File: config.mk
export PLATFORM = sky130hd
export DESIGN_NAME = seq_alu_mc_flat
export DESIGN_NICKNAME = d
export VERILOG_FILES = /design/src/rtl/seq_alu_mc_if.sv /design/src/rtl/seq_alu_mc.sv /design/src/flat_wrapper.sv
export SDC_FILE = /design/constraint.sdc
export NUM_CORES = 1
export LEC_CHECK = 0
export CELL_PAD_IN_SITES_DETAIL_PLACEMENT = 0
export CELL_PAD_IN_SITES_GLOBAL_PLACEMENT = 1
export CORE_ASPECT_RATIO = 1.1
export CORE_MARGIN = 2
export CORE_UTILIZATION = 30
export DETAILED_ROUTE_END_ITERATION = 16
export PLACE_DENSITY = 0.61
export REMOVE_ABC_BUFFERS = 1
export SETUP_SLACK_MARGIN = 0.5
export SLEW_MARGIN = 20
export SYNTH_ARGS = -nofsm -noshare
export SYNTH_HDL_FRONTEND = slang
export SYNTH_SLANG_ARGS = --single-unit
File: constraint.sdc
create_clock -name clk -period 20.2 [get_ports clk]
set_input_delay 4.04 -clock clk [delete_from_list [all_inputs] [get_ports clk]]
set_output_delay 4.04 -clock clk [all_outputs]
set_load 0.005 [all_outputs]
File: src/rtl/seq_alu_mc_if.sv
// Operation/result handshake bundle between the decode stage, the multi-cycle ALU and writeback.
// The master drives operands and out_ready; the slave (the ALU) returns in_ready, result and flags.
interface seq_alu_mc_if #(
  parameter int WIDTH = 32
);
  logic             in_valid;
  logic             in_ready;
  logic [WIDTH-1:0] inp1;
  logic [WIDTH-1:0] inp2;
  logic [1:0]       opcode;
  logic [3:0]       fcode;
  logic             out_valid;
  logic             out_ready;
  logic [WIDTH-1:0] out;
  logic [WIDTH-1:0] high;
  logic             carryFlag;
  logic             zFlag;
  logic             signFlag;
  logic             overflowFlag;
  logic             illegal;

  modport master (
    output in_valid, inp1, inp2, opcode, fcode, out_ready,
    input  in_ready, out_valid, out, high, carryFlag, zFlag, signFlag, overflowFlag, illegal
  );

  modport slave (
    input  in_valid, inp1, inp2, opcode, fcode, out_ready,
    output in_ready, out_valid, out, high, carryFlag, zFlag, signFlag, overflowFlag, illegal
  );
endinterface

File: src/rtl/seq_alu_mc.sv
// Multi-cycle KGP-RISC ALU: 1-cycle ops, WIDTH-iteration shift-add multiply; result held in DONE until out_ready.
// SEQ_ALU_MC_EARLY_TERM_EN lets MUL finish once the remaining multiplier bits are zero.
module seq_alu_mc #(
  parameter int WIDTH = 32
) (
  input  logic         clk,
  input  logic         rst,
  seq_alu_mc_if.slave  bus
);

  localparam int SHW = $clog2(WIDTH);
  localparam int CW  = SHW + 1;
  localparam logic [CW-1:0]      CNT_LAST = CW'(WIDTH - 1);
  localparam logic [CW-1:0]      CNT_MAX  = CW'(WIDTH);
  localparam logic [WIDTH-1:0]   ONE_W    = WIDTH'(1);
  localparam logic [WIDTH:0]     ONE_W1   = (WIDTH+1)'(1);
  localparam logic [2*WIDTH-1:0] ONE_2W   = (2*WIDTH)'(1);

  typedef enum logic [1:0] {
    IDLE,
    MUL,
    DONE
  } state_t;

  state_t state, state_nxt;

  logic [WIDTH-1:0]   out_q, high_q;
  logic               c_q, z_q, s_q, v_q, ill_q;

  logic [2*WIDTH-1:0] acc, mcand;
  logic [WIDTH-1:0]   mplier;
  logic [CW-1:0]      cnt;
  logic               neg;

  logic               in_ready, out_valid;

  // decode
  logic             is_illegal, is_smul, is_umul, is_mul;
  logic [SHW-1:0]   sh;
  logic [WIDTH-1:0] a, b;

  assign a          = bus.inp1;
  assign b          = bus.inp2;
  assign sh         = b[SHW-1:0];
  assign is_illegal = (bus.opcode != 2'b00) || (bus.fcode[3:2] == 2'b11);
  assign is_smul    = !is_illegal && (bus.fcode == 4'b0001);
  assign is_umul    = !is_illegal && (bus.fcode == 4'b0010);
  assign is_mul     = is_smul || is_umul;

  // single-cycle datapath
  logic [WIDTH-1:0] res, res_fin;
  logic             res_c, res_v;

  always_comb begin
    res   = '0;
    res_c = 1'b0;
    res_v = 1'b0;
    case (bus.fcode)
      4'b0000: begin
        {res_c, res} = {1'b0, a} + {1'b0, b};
        res_v        = (a[WIDTH-1] == b[WIDTH-1]) && (res[WIDTH-1] != a[WIDTH-1]);
      end
      4'b0011:          {res_c, res} = {1'b0, ~b} + ONE_W1;
      4'b0100:          res = a & b;
      4'b0101:          res = a ^ b;
      4'b0110, 4'b1000: res = a << sh;
      4'b0111, 4'b1001: res = a >> sh;
      4'b1010, 4'b1011: res = WIDTH'($signed(a) >>> sh);
      default:          res = '0;
    endcase
  end

  assign res_fin = is_illegal ? '0 : res;

  // multiply operand preparation: iterate on magnitudes, fix the sign at the end
  logic             a_neg, b_neg;
  logic [WIDTH-1:0] a_mag, b_mag;

  assign a_neg = is_smul && a[WIDTH-1];
  assign b_neg = is_smul && b[WIDTH-1];
  assign a_mag = a_neg ? (~a + ONE_W) : a;
  assign b_mag = b_neg ? (~b + ONE_W) : b;

  logic [2*WIDTH-1:0] acc_sum, prod_fin;
  logic               mul_last;

  assign acc_sum  = mplier[0] ? (acc + mcand) : acc;
  assign prod_fin = neg ? (~acc_sum + ONE_2W) : acc_sum;

`ifdef SEQ_ALU_MC_EARLY_TERM_EN
  assign mul_last = (cnt == CNT_LAST) || (mplier[WIDTH-1:1] == '0);
`else
  assign mul_last = (cnt == CNT_LAST);
`endif

  always_ff @(posedge clk or posedge rst) begin
    if (rst) begin
      state <= IDLE;
    end else begin
      state <= state_nxt;
    end
  end

  always_comb begin
    state_nxt = state;
    in_ready  = 1'b0;
    out_valid = 1'b0;
    case (state)
      IDLE: begin
        in_ready = 1'b1;
        if (bus.in_valid) state_nxt = is_mul ? MUL : DONE;
      end
      MUL: begin
        if (mul_last) state_nxt = DONE;
      end
      DONE: begin
        out_valid = 1'b1;
        if (bus.out_ready) state_nxt = IDLE;
      end
      default: state_nxt = IDLE;
    endcase
  end

  always_ff @(posedge clk or posedge rst) begin
    if (rst) begin
      out_q  <= '0;
      high_q <= '0;
      c_q    <= 1'b0;
      z_q    <= 1'b0;
      s_q    <= 1'b0;
      v_q    <= 1'b0;
      ill_q  <= 1'b0;
      acc    <= '0;
      mcand  <= '0;
      mplier <= '0;
      cnt    <= '0;
      neg    <= 1'b0;
    end else begin
      case (state)
        IDLE: begin
          if (bus.in_valid) begin
            if (is_mul) begin
              acc    <= '0;
              mcand  <= {{WIDTH{1'b0}}, a_mag};
              mplier <= b_mag;
              cnt    <= '0;
              neg    <= a_neg ^ b_neg;
            end else begin
              out_q  <= res_fin;
              high_q <= '0;
              c_q    <= !is_illegal && res_c;
              v_q    <= !is_illegal && res_v;
              z_q    <= (res_fin == '0);
              s_q    <= res_fin[WIDTH-1];
              ill_q  <= is_illegal;
            end
          end
        end
        MUL: begin
          acc    <= acc_sum;
          mcand  <= mcand << 1;
          mplier <= mplier >> 1;
          cnt    <= (cnt == CNT_MAX) ? cnt : cnt + CW'(1);
          if (mul_last) begin
            {high_q, out_q} <= prod_fin;
            c_q   <= 1'b0;
            v_q   <= 1'b0;
            z_q   <= (prod_fin == '0);
            s_q   <= prod_fin[2*WIDTH-1];
            ill_q <= 1'b0;
          end
        end
        default: ;
      endcase
    end
  end

  assign bus.in_ready     = in_ready;
  assign bus.out_valid    = out_valid;
  assign bus.out          = out_q;
  assign bus.high         = high_q;
  assign bus.carryFlag    = c_q;
  assign bus.zFlag        = z_q;
  assign bus.signFlag     = s_q;
  assign bus.overflowFlag = v_q;
  assign bus.illegal      = ill_q;

endmodule

File: src/flat_wrapper.sv
// flat-port wrapper written by rule: the top's interface ports become plain ports
module seq_alu_mc_flat 
#(
  parameter int WIDTH = 32
)
  (clk, rst, bus_in_valid, bus_inp1, bus_inp2, bus_opcode, bus_fcode, bus_out_ready, bus_in_ready, bus_out_valid, bus_out, bus_high, bus_carryFlag, bus_zFlag, bus_signFlag, bus_overflowFlag, bus_illegal);
  seq_alu_mc_if #(.WIDTH(WIDTH)) bus_i ();
  input  logic clk;
  input  logic rst;
  input wire logic [$bits(bus_i.in_valid)-1:0] bus_in_valid;
  input wire logic [$bits(bus_i.inp1)-1:0] bus_inp1;
  input wire logic [$bits(bus_i.inp2)-1:0] bus_inp2;
  input wire logic [$bits(bus_i.opcode)-1:0] bus_opcode;
  input wire logic [$bits(bus_i.fcode)-1:0] bus_fcode;
  input wire logic [$bits(bus_i.out_ready)-1:0] bus_out_ready;
  output wire logic [$bits(bus_i.in_ready)-1:0] bus_in_ready;
  output wire logic [$bits(bus_i.out_valid)-1:0] bus_out_valid;
  output wire logic [$bits(bus_i.out)-1:0] bus_out;
  output wire logic [$bits(bus_i.high)-1:0] bus_high;
  output wire logic [$bits(bus_i.carryFlag)-1:0] bus_carryFlag;
  output wire logic [$bits(bus_i.zFlag)-1:0] bus_zFlag;
  output wire logic [$bits(bus_i.signFlag)-1:0] bus_signFlag;
  output wire logic [$bits(bus_i.overflowFlag)-1:0] bus_overflowFlag;
  output wire logic [$bits(bus_i.illegal)-1:0] bus_illegal;
  assign bus_i.in_valid = bus_in_valid;
  assign bus_i.inp1 = bus_inp1;
  assign bus_i.inp2 = bus_inp2;
  assign bus_i.opcode = bus_opcode;
  assign bus_i.fcode = bus_fcode;
  assign bus_i.out_ready = bus_out_ready;
  assign bus_in_ready = bus_i.in_ready;
  assign bus_out_valid = bus_i.out_valid;
  assign bus_out = bus_i.out;
  assign bus_high = bus_i.high;
  assign bus_carryFlag = bus_i.carryFlag;
  assign bus_zFlag = bus_i.zFlag;
  assign bus_signFlag = bus_i.signFlag;
  assign bus_overflowFlag = bus_i.overflowFlag;
  assign bus_illegal = bus_i.illegal;
  seq_alu_mc #(.WIDTH(WIDTH)) u_core (.clk(clk), .rst(rst), .bus(bus_i));
endmodule
==> flow_summary_export.csv, run 1 <==
group,metric,value,unit
status,status,"complete, no violations",
placement,place_inst,4275,
logic_synthesis,synth-simple-area-share,0.228,
worst_setup_path,r2r-end,"u_core.bus.zFlag",
logic_synthesis,syn_area_per_cell,7.73,um2
final_layout,final_cell_mix,"nand2_1, nor2_1, o21ai_0",
route,firstDrtPassIters,7,
logic_synthesis,synth_compound_area_frac,0.291,
final_layout,num-nets-final,3416,
clock_network,clock_latency,590,ps
logic_synthesis,ys_ff_latch,238,
worst_setup_path,reg2reg_depth,16,
logic_synthesis,synth_edf_count,0,
floorplanning,die_h,308,um
run,maxCapViolations,0,
logic_synthesis,synthAdderAreaFrac,0.0518,
global_route,grt_max_degree,147,
clock_network,postCtsHoldBufs,0,
logic_synthesis,muxShareOfSynthArea,0.0800,
final_layout,fin_util,0.346,
sta,tightest_slew,1090,ps
sta,period_share,0.473,
route,drtIter0Drc,2413,
final_layout,seqCellArea,0.00596,mm2
clock_network,clockBufferDepth,3,
sta,fin_tns_setup,0,ps
logic_synthesis,synth_cell_type_count,109,
floorplanning,start_util,0.302,
route,wl_per_cell,26.0,um
worst_setup_path,crit_path_start,"bus_fcode[0]",
logic_synthesis,synth_cells,3255,
logic_synthesis,synth_xor_xnor_area_share,0.0626,
sta,slew_headroom,0.266,
placement,io_buffer_count,144,
power_and_ir_drop,ir_worst_vdd,0.0696,mV
clock_network,cts_buffers,35,
placement,gp_congestion,0.980,
worst_setup_path,cp.arrival,10070,ps
route,drc,0,
route,viasPerCell,6.07,
route,wl,113000,um
final_layout,final_layout_size_suffix_gt1_frac,0.0857,
floorplanning,fp.dieW,280,um
final_layout,nFillCells,8882,
sta,fin_crit,9560,ps
global_route,grt_pass1_vias,25027,
sta,setup_viol,0,
sta,max_freq,0.105,GHz
worst_setup_path,rrSetupSlack,13300,ps
logic_synthesis,synth_top_family_by_area,"compound AO/OA/AOI/OAI gates",
floorplanning,dieArea,0.0862,mm2
logic_synthesis,synth_flop_cell,"dfrtp_1",
global_route,grt_overflow_total,0,
worst_setup_path,cp_max_fo,17,
sta,rsz0062_at_grt,"no",
global_route,antenna_found_initial,0,
clock_network,cts_tree,"yes",
final_layout,design_area,0.0288,mm2
logic_synthesis,syn_area,0.0251,mm2
worst_setup_path,path_class,"in2reg",
clock_network,htree_levels,2,
placement,place_area,0.0275,mm2
power_and_ir_drop,p_leak,11.3,nW
clock_network,root_buffer,"clkbuf_16",
global_route,track_usage,0.255,
worst_setup_path,reg2reg_from,"u_core.mcand[4]",
final_layout,final-instance-count-excl-fill,4340,
route,num_vias,26336,
clock_network,post-cts-setup-buffer-count,0,
logic_synthesis,synthArstFlopShare,1.00,
final_layout,layout_commonest_cell,"nand2_1",
floorplanning,core-area,0.0832,mm2
sta,report.final.slew_viol_count,0,
final_layout,multiInputGateArea,0.0180,mm2
logic_synthesis,seq_area_frac_synth,0.237,
sta,fin_skew,30.7,ps
power_and_ir_drop,pwr_density_cell,152,mW/mm2
clock_network,cts.sinks,238,
logic_synthesis,yosys_warnings,0,
clock_network,cts.clk_slew.worst_paths,60,ps
worst_setup_path,cp-start-kind,"input pin",
hold_path,min_path_type,"reg2reg",
worst_setup_path,critPathCapture,"u_core.bus.zFlag",
worst_setup_path,crit_path_end_kind,"flip-flop",
global_route,grt_first_pass_wirelength,167000,um
worst_setup_path,required,20710,ps
floorplanning,pin_count,145,
floorplanning,num_rows,111,
placement,place_hpwl,83700,um
route,ant_nets,0,
sta,hold_viol,0,
clock_network,cts_resized,0,
final_layout,area_delta_synth_final,14.6,%
[sequential cells by signal (all words and copies together) (netlist names)]
register / flops
u_core.cnt: 6
u_core.bus.high: 32
u_core.neg: 1
u_core.bus.out: 32
u_core.bus.overflowFlag: 1
u_core.bus.zFlag: 1
u_core.mcand: 64
u_core.mplier: 32
u_core.bus.signFlag: 1
u_core.bus.illegal: 1
u_core.bus.carryFlag: 1
u_core.state: 2
u_core.acc: 64
[final cells by class]
type                    instances  area share
well taps                    1073      0.0466
clock inverters                26      0.0143
diodes                          1   0.0000869
flip-flops and latches        238       0.207
clock buffers                  38      0.0311
multi-input cells            2697       0.626
inverters                      62     0.00834
repair buffers                205      0.0663
[synthesized netlist by cell type (all sizes together) (17+ instances only)]
cell | n | share of area
nand2 | 371 | 0.056
nor2 | 304 | 0.045
o21ai | 296 | 0.059
a21oi | 241 | 0.048
dfrtp | 238 | 0.24
clkbuf | 203 | 0.030
xnor2 | 108 | 0.038
ha | 101 | 0.050
nand3 | 100 | 0.020
nor3 | 83 | 0.017
xor2 | 69 | 0.024
o22ai | 66 | 0.016
inv | 61 | 0.0091
mux2i | 58 | 0.023
mux4 | 56 | 0.050
buf | 55 | 0.0096
a21o | 51 | 0.015
a31oi | 51 | 0.013
nand4 | 51 | 0.013
or3 | 40 | 0.010
nand2b | 36 | 0.0090
a22oi | 35 | 0.010
nor2b | 35 | 0.0087
o31ai | 31 | 0.0093
o211ai | 30 | 0.0094
a211oi | 29 | 0.0089
nor4 | 28 | 0.0082
and3 | 24 | 0.0060
a221o | 23 | 0.0092
o221ai | 23 | 0.0080
o21a | 22 | 0.0066
a221oi | 21 | 0.0081
and2 | 19 | 0.0047
a22o | 17 | 0.0059
[report_power, final]
part | switching (W) | leakage, nW | internal (W)
combinational | 0.00185 | 7.69 | 0.00102
clock | 0.000276 | 0.639 | 0.000442
sequential | 0.000167 | 3.01 | 0.000634
[logic make-up after synthesis]
family | count (synthesis)
mux | 129
simple gates | 1179
buf+inv | 320
fa+ha+maj | 103
flops | 238
compound gates | 1108
xor+xnor | 178
[stage by stage]
step                      setup slack [ps]  total power [W]  hold WS, ps
after floorplan                       9630          0.00271          455
after global placement               10350          0.00365          464
after detailed placement             10240          0.00364          470
after CTS                            10830          0.00439          483
after global routing                 10370          0.00472          500
final                                10640          0.00439          474
[layer usage]
layer / up-vias / track usage / part of all wire
li1: 12196 / - / -
met1: 13009 / 0.343 / 0.44
met2: 953 / 0.417 / 0.47
met3: 178 / 0.0335 / 0.060
met4: 0 / 0.0929 / 0.038
met5: - / 0 / 0
[how the worst min path moves through the flow]
stage	cells after the start	to	start
2_1_floorplan	1	u_core.acc[63]	u_core.acc[63]
3_3_place_gp	2	u_core.bus.high[10]	u_core.bus.high[10]
3_5_place_dp	2	u_core.bus.high[2]	u_core.bus.high[2]
4_1_cts	2	u_core.bus.high[14]	u_core.bus.high[14]
5_1_grt	2	u_core.bus.high[15]	u_core.bus.high[15]
6_report	2	u_core.bus.high[24]	u_core.bus.high[24]
[critical path, cell delays in order]
cell and delay [ps]:
clkdlybuf4s50_1 650, and3b_1 310, o21ai_0 600, and2_1 750, nor3_1 150, o21ai_0 260
a21oi_1 160, or3_1 390, a2111oi_0 400, nand4b_1 220, nor4b_1 550, nand3_1 160
nor4bb_1 490, o2111ai_1 170, or4b_2 660, nand3_1 80
No activity file was read; power rests on OpenSTA's default activity.
==> run 2: changes to the inputs <==
clock period = 9.81 ns   (was 20.2 ns; I/O delays follow)
==> run 2 against run 1 <==
Compared with the run above:
- largest cell class unchanged
- total power up 100%
- highest routed layer is now met5
- first-iteration DRC count up 9.1%
- sequential power grew 110%
- final cell count is essentially flat
==> flow_summary_export.csv, run 2 (same netlist as run 1, synthesis figures left out) <==
group,metric,value,unit
worst_setup_path,reg2reg_from,"u_core.mcand[4]",
global_route,grt_max_degree,151,
clock_network,cts.clk_slew.worst_paths,60,ps
clock_network,clock_latency,570,ps
floorplanning,fp.dieW,280,um
placement,gp_congestion,0.999,
power_and_ir_drop,swShare,0.528,
sta,tightest_slew,1160,ps
floorplanning,num_rows,111,
power_and_ir_drop,p_leak,11.3,nW
final_layout,layout_commonest_cell,"nand2_1",
route,viasPerCell,6.06,
final_layout,nFillCells,8868,
final_layout,num-nets-final,3414,
hold_path,worstHoldStart,"u_core.bus.high[10]",
clock_network,htree_levels,2,
clock_network,post-cts-setup-buffer-count,0,
worst_setup_path,path_class,"in2reg",
worst_setup_path,crit_path_end_kind,"flip-flop",
worst_setup_path,rrSetupSlack,2930,ps
clock_network,cts.sinks,238,
power_and_ir_drop,p_seq_frac,0.187,
sta,max_freq,0.134,GHz
worst_setup_path,reg2reg_depth,16,
power_and_ir_drop,ir_worst_vdd,0.164,mV
placement,io_buffer_count,144,
floorplanning,start_util,0.302,
sta,layout_setup_ws,2340,ps
hold_path,min_path_type,"reg2reg",
global_route,antenna_found_initial,4,
sta,slew_headroom,0.217,
route,num_vias,26303,
route,drtIter0Drc,2633,
floorplanning,dieArea,0.0862,mm2
clock_network,clockBufferDepth,3,
power_and_ir_drop,p_int,0.00420,W
final_layout,final_cell_mix,"nand2_1, nor2_1, o21ai_0",
final_layout,area_delta_synth_final,14.0,%
power_and_ir_drop,power_frac_clock,0.153,
status,status,"complete, no violations",
route,wl,112000,um
worst_setup_path,r2r-end,"u_core.bus.zFlag",
worst_setup_path,crit_path_start,"bus_fcode[0]",
sta,report.final.slew_viol_count,0,
route,firstDrtPassIters,8,
power_and_ir_drop,power_switching,0.00470,W
power_and_ir_drop,pwr_density_cell,310,mW/mm2
route,ant_nets,0,
worst_setup_path,cp_max_fo,17,
final_layout,final_layout_size_suffix_gt1_frac,0.0849,
floorplanning,pin_count,145,
global_route,track_usage,0.252,
clock_network,cts_buffers,34,
sta,fin_skew,23.9,ps
placement,dp_slack,2020,ps
sta,period_share,0.761,
run,maxCapViolations,0,
route,drc,0,
sta,setup_viol,0,
route,wl_per_cell,25.8,um
power_and_ir_drop,comb_power_share,0.660,
clock_network,postCtsHoldBufs,0,
clock_network,cts_tree,"yes",
sta,rsz0062_at_grt,"no",
placement,place_hpwl,84100,um
global_route,grt_overflow_total,0,
sta,hold_viol,0,
global_route,grt_first_pass_wirelength,166000,um
sta,fin_crit,7470,ps
final_layout,reg_top3,"u_core.acc: 64 flops, u_core.mcand: 64 flops",
worst_setup_path,cp-start-kind,"input pin",
floorplanning,die_h,308,um
clock_network,root_buffer,"clkbuf_16",
floorplanning,core-area,0.0832,mm2
sta,fin_tns_setup,0,ps
worst_setup_path,cp.arrival,7960,ps
global_route,grt_pass1_vias,24839,
worst_setup_path,required,10300,ps
clock_network,cts_resized,0,
worst_setup_path,critPathCapture,"u_core.bus.zFlag",
run 2: cell types whose count changed in the layout (fill, tap and decap cells not counted), moves of 2 or more:
| cell | change |
|---|---|
| a2111oi_0 | +2 |
| a2111oi_1 | -2 |
| bufinv_16 | -4 |
| clkbuf_8 | +2 |
| clkinv_4 | -2 |
| clkinvlp_4 | +2 |
run 2: critical path: stages:
cell and delay (ps):
clkdlybuf4s50_1 660, and3b_1 310, o21ai_0 570, and2_1 720, nor3_1 140, o21ai_0 260, a21oi_1 140, or3_1 380
a2111oi_0 400, nand4b_1 220, nor4b_1 580, nand3_1 190, nor4bb_1 500, o2111ai_1 180, or4b_2 660, nand3_1 90
run 2: area by class of cell:
type / instances / area [um2] / area share
Antenna cell: 2 / 5.00 / 0.000175
Clock buffer: 40 / 925 / 0.0322
Clock inverter: 22 / 268 / 0.00934
Inverter: 62 / 240 / 0.00838
Multi-Input combinational cell: 2697 / 18000 / 0.629
Sequential cell: 238 / 5960 / 0.208
Tap cell: 1073 / 1340 / 0.0468
Timing Repair Buffer: 204 / 1890 / 0.0659
run 2: how the worst min path moves through the flow:
stage	endpoint	slack, ps	cells after the start
finish	u_core.bus.high[10]	470	2
global placement	u_core.bus.high[23]	460	2
detailed placement	u_core.bus.high[24]	470	2
CTS	u_core.bus.high[2]	480	2
floorplan	u_core.acc[63]	450	1
global route	u_core.bus.high[18]	500	2
run 2: power by group through the flow:
stage	Clock [W]	Combinational (W)	Sequential [W]
2_1_floorplan	0	0.00401	0.00157
3_3_place_gp	0	0.00581	0.00167
3_5_place_dp	0	0.00581	0.00167
4_1_cts	0.00140	0.00583	0.00166
5_1_grt	0.00143	0.00642	0.00170
6_report	0.00137	0.00587	0.00166
run 2: per-stage QoR:
step | instance area [um2] | utilization | hold WS, ps | cells | power (W)
after global placement | 27500 | 0.330 | 463 | 4274 | 0.00748
after floorplan | 24100 | - | 455 | 2997 | 0.00558
after detailed placement | 27500 | 0.330 | 470 | 4274 | 0.00748
final | 28700 | 0.345 | 472 | 4338 | 0.00890
after CTS | 28700 | 0.345 | 483 | 4336 | 0.00889
after global routing | 28700 | 0.345 | 500 | 4336 | 0.00955
run 2: routing by layer:
| layer | share of wire | vias up | GRT usage | wire (um) |
|---|---|---|---|---|
| met2 | 0.47 | 937 | 0.414 | 52300 |
| met3 | 0.062 | 182 | 0.0340 | 6910 |
| met1 | 0.43 | 12960 | 0.338 | 48400 |
| met5 | 0.00021 | - | 0 | 24 |
| met4 | 0.037 | 4 | 0.0887 | 4110 |
| li1 | - | 12220 | - | - |
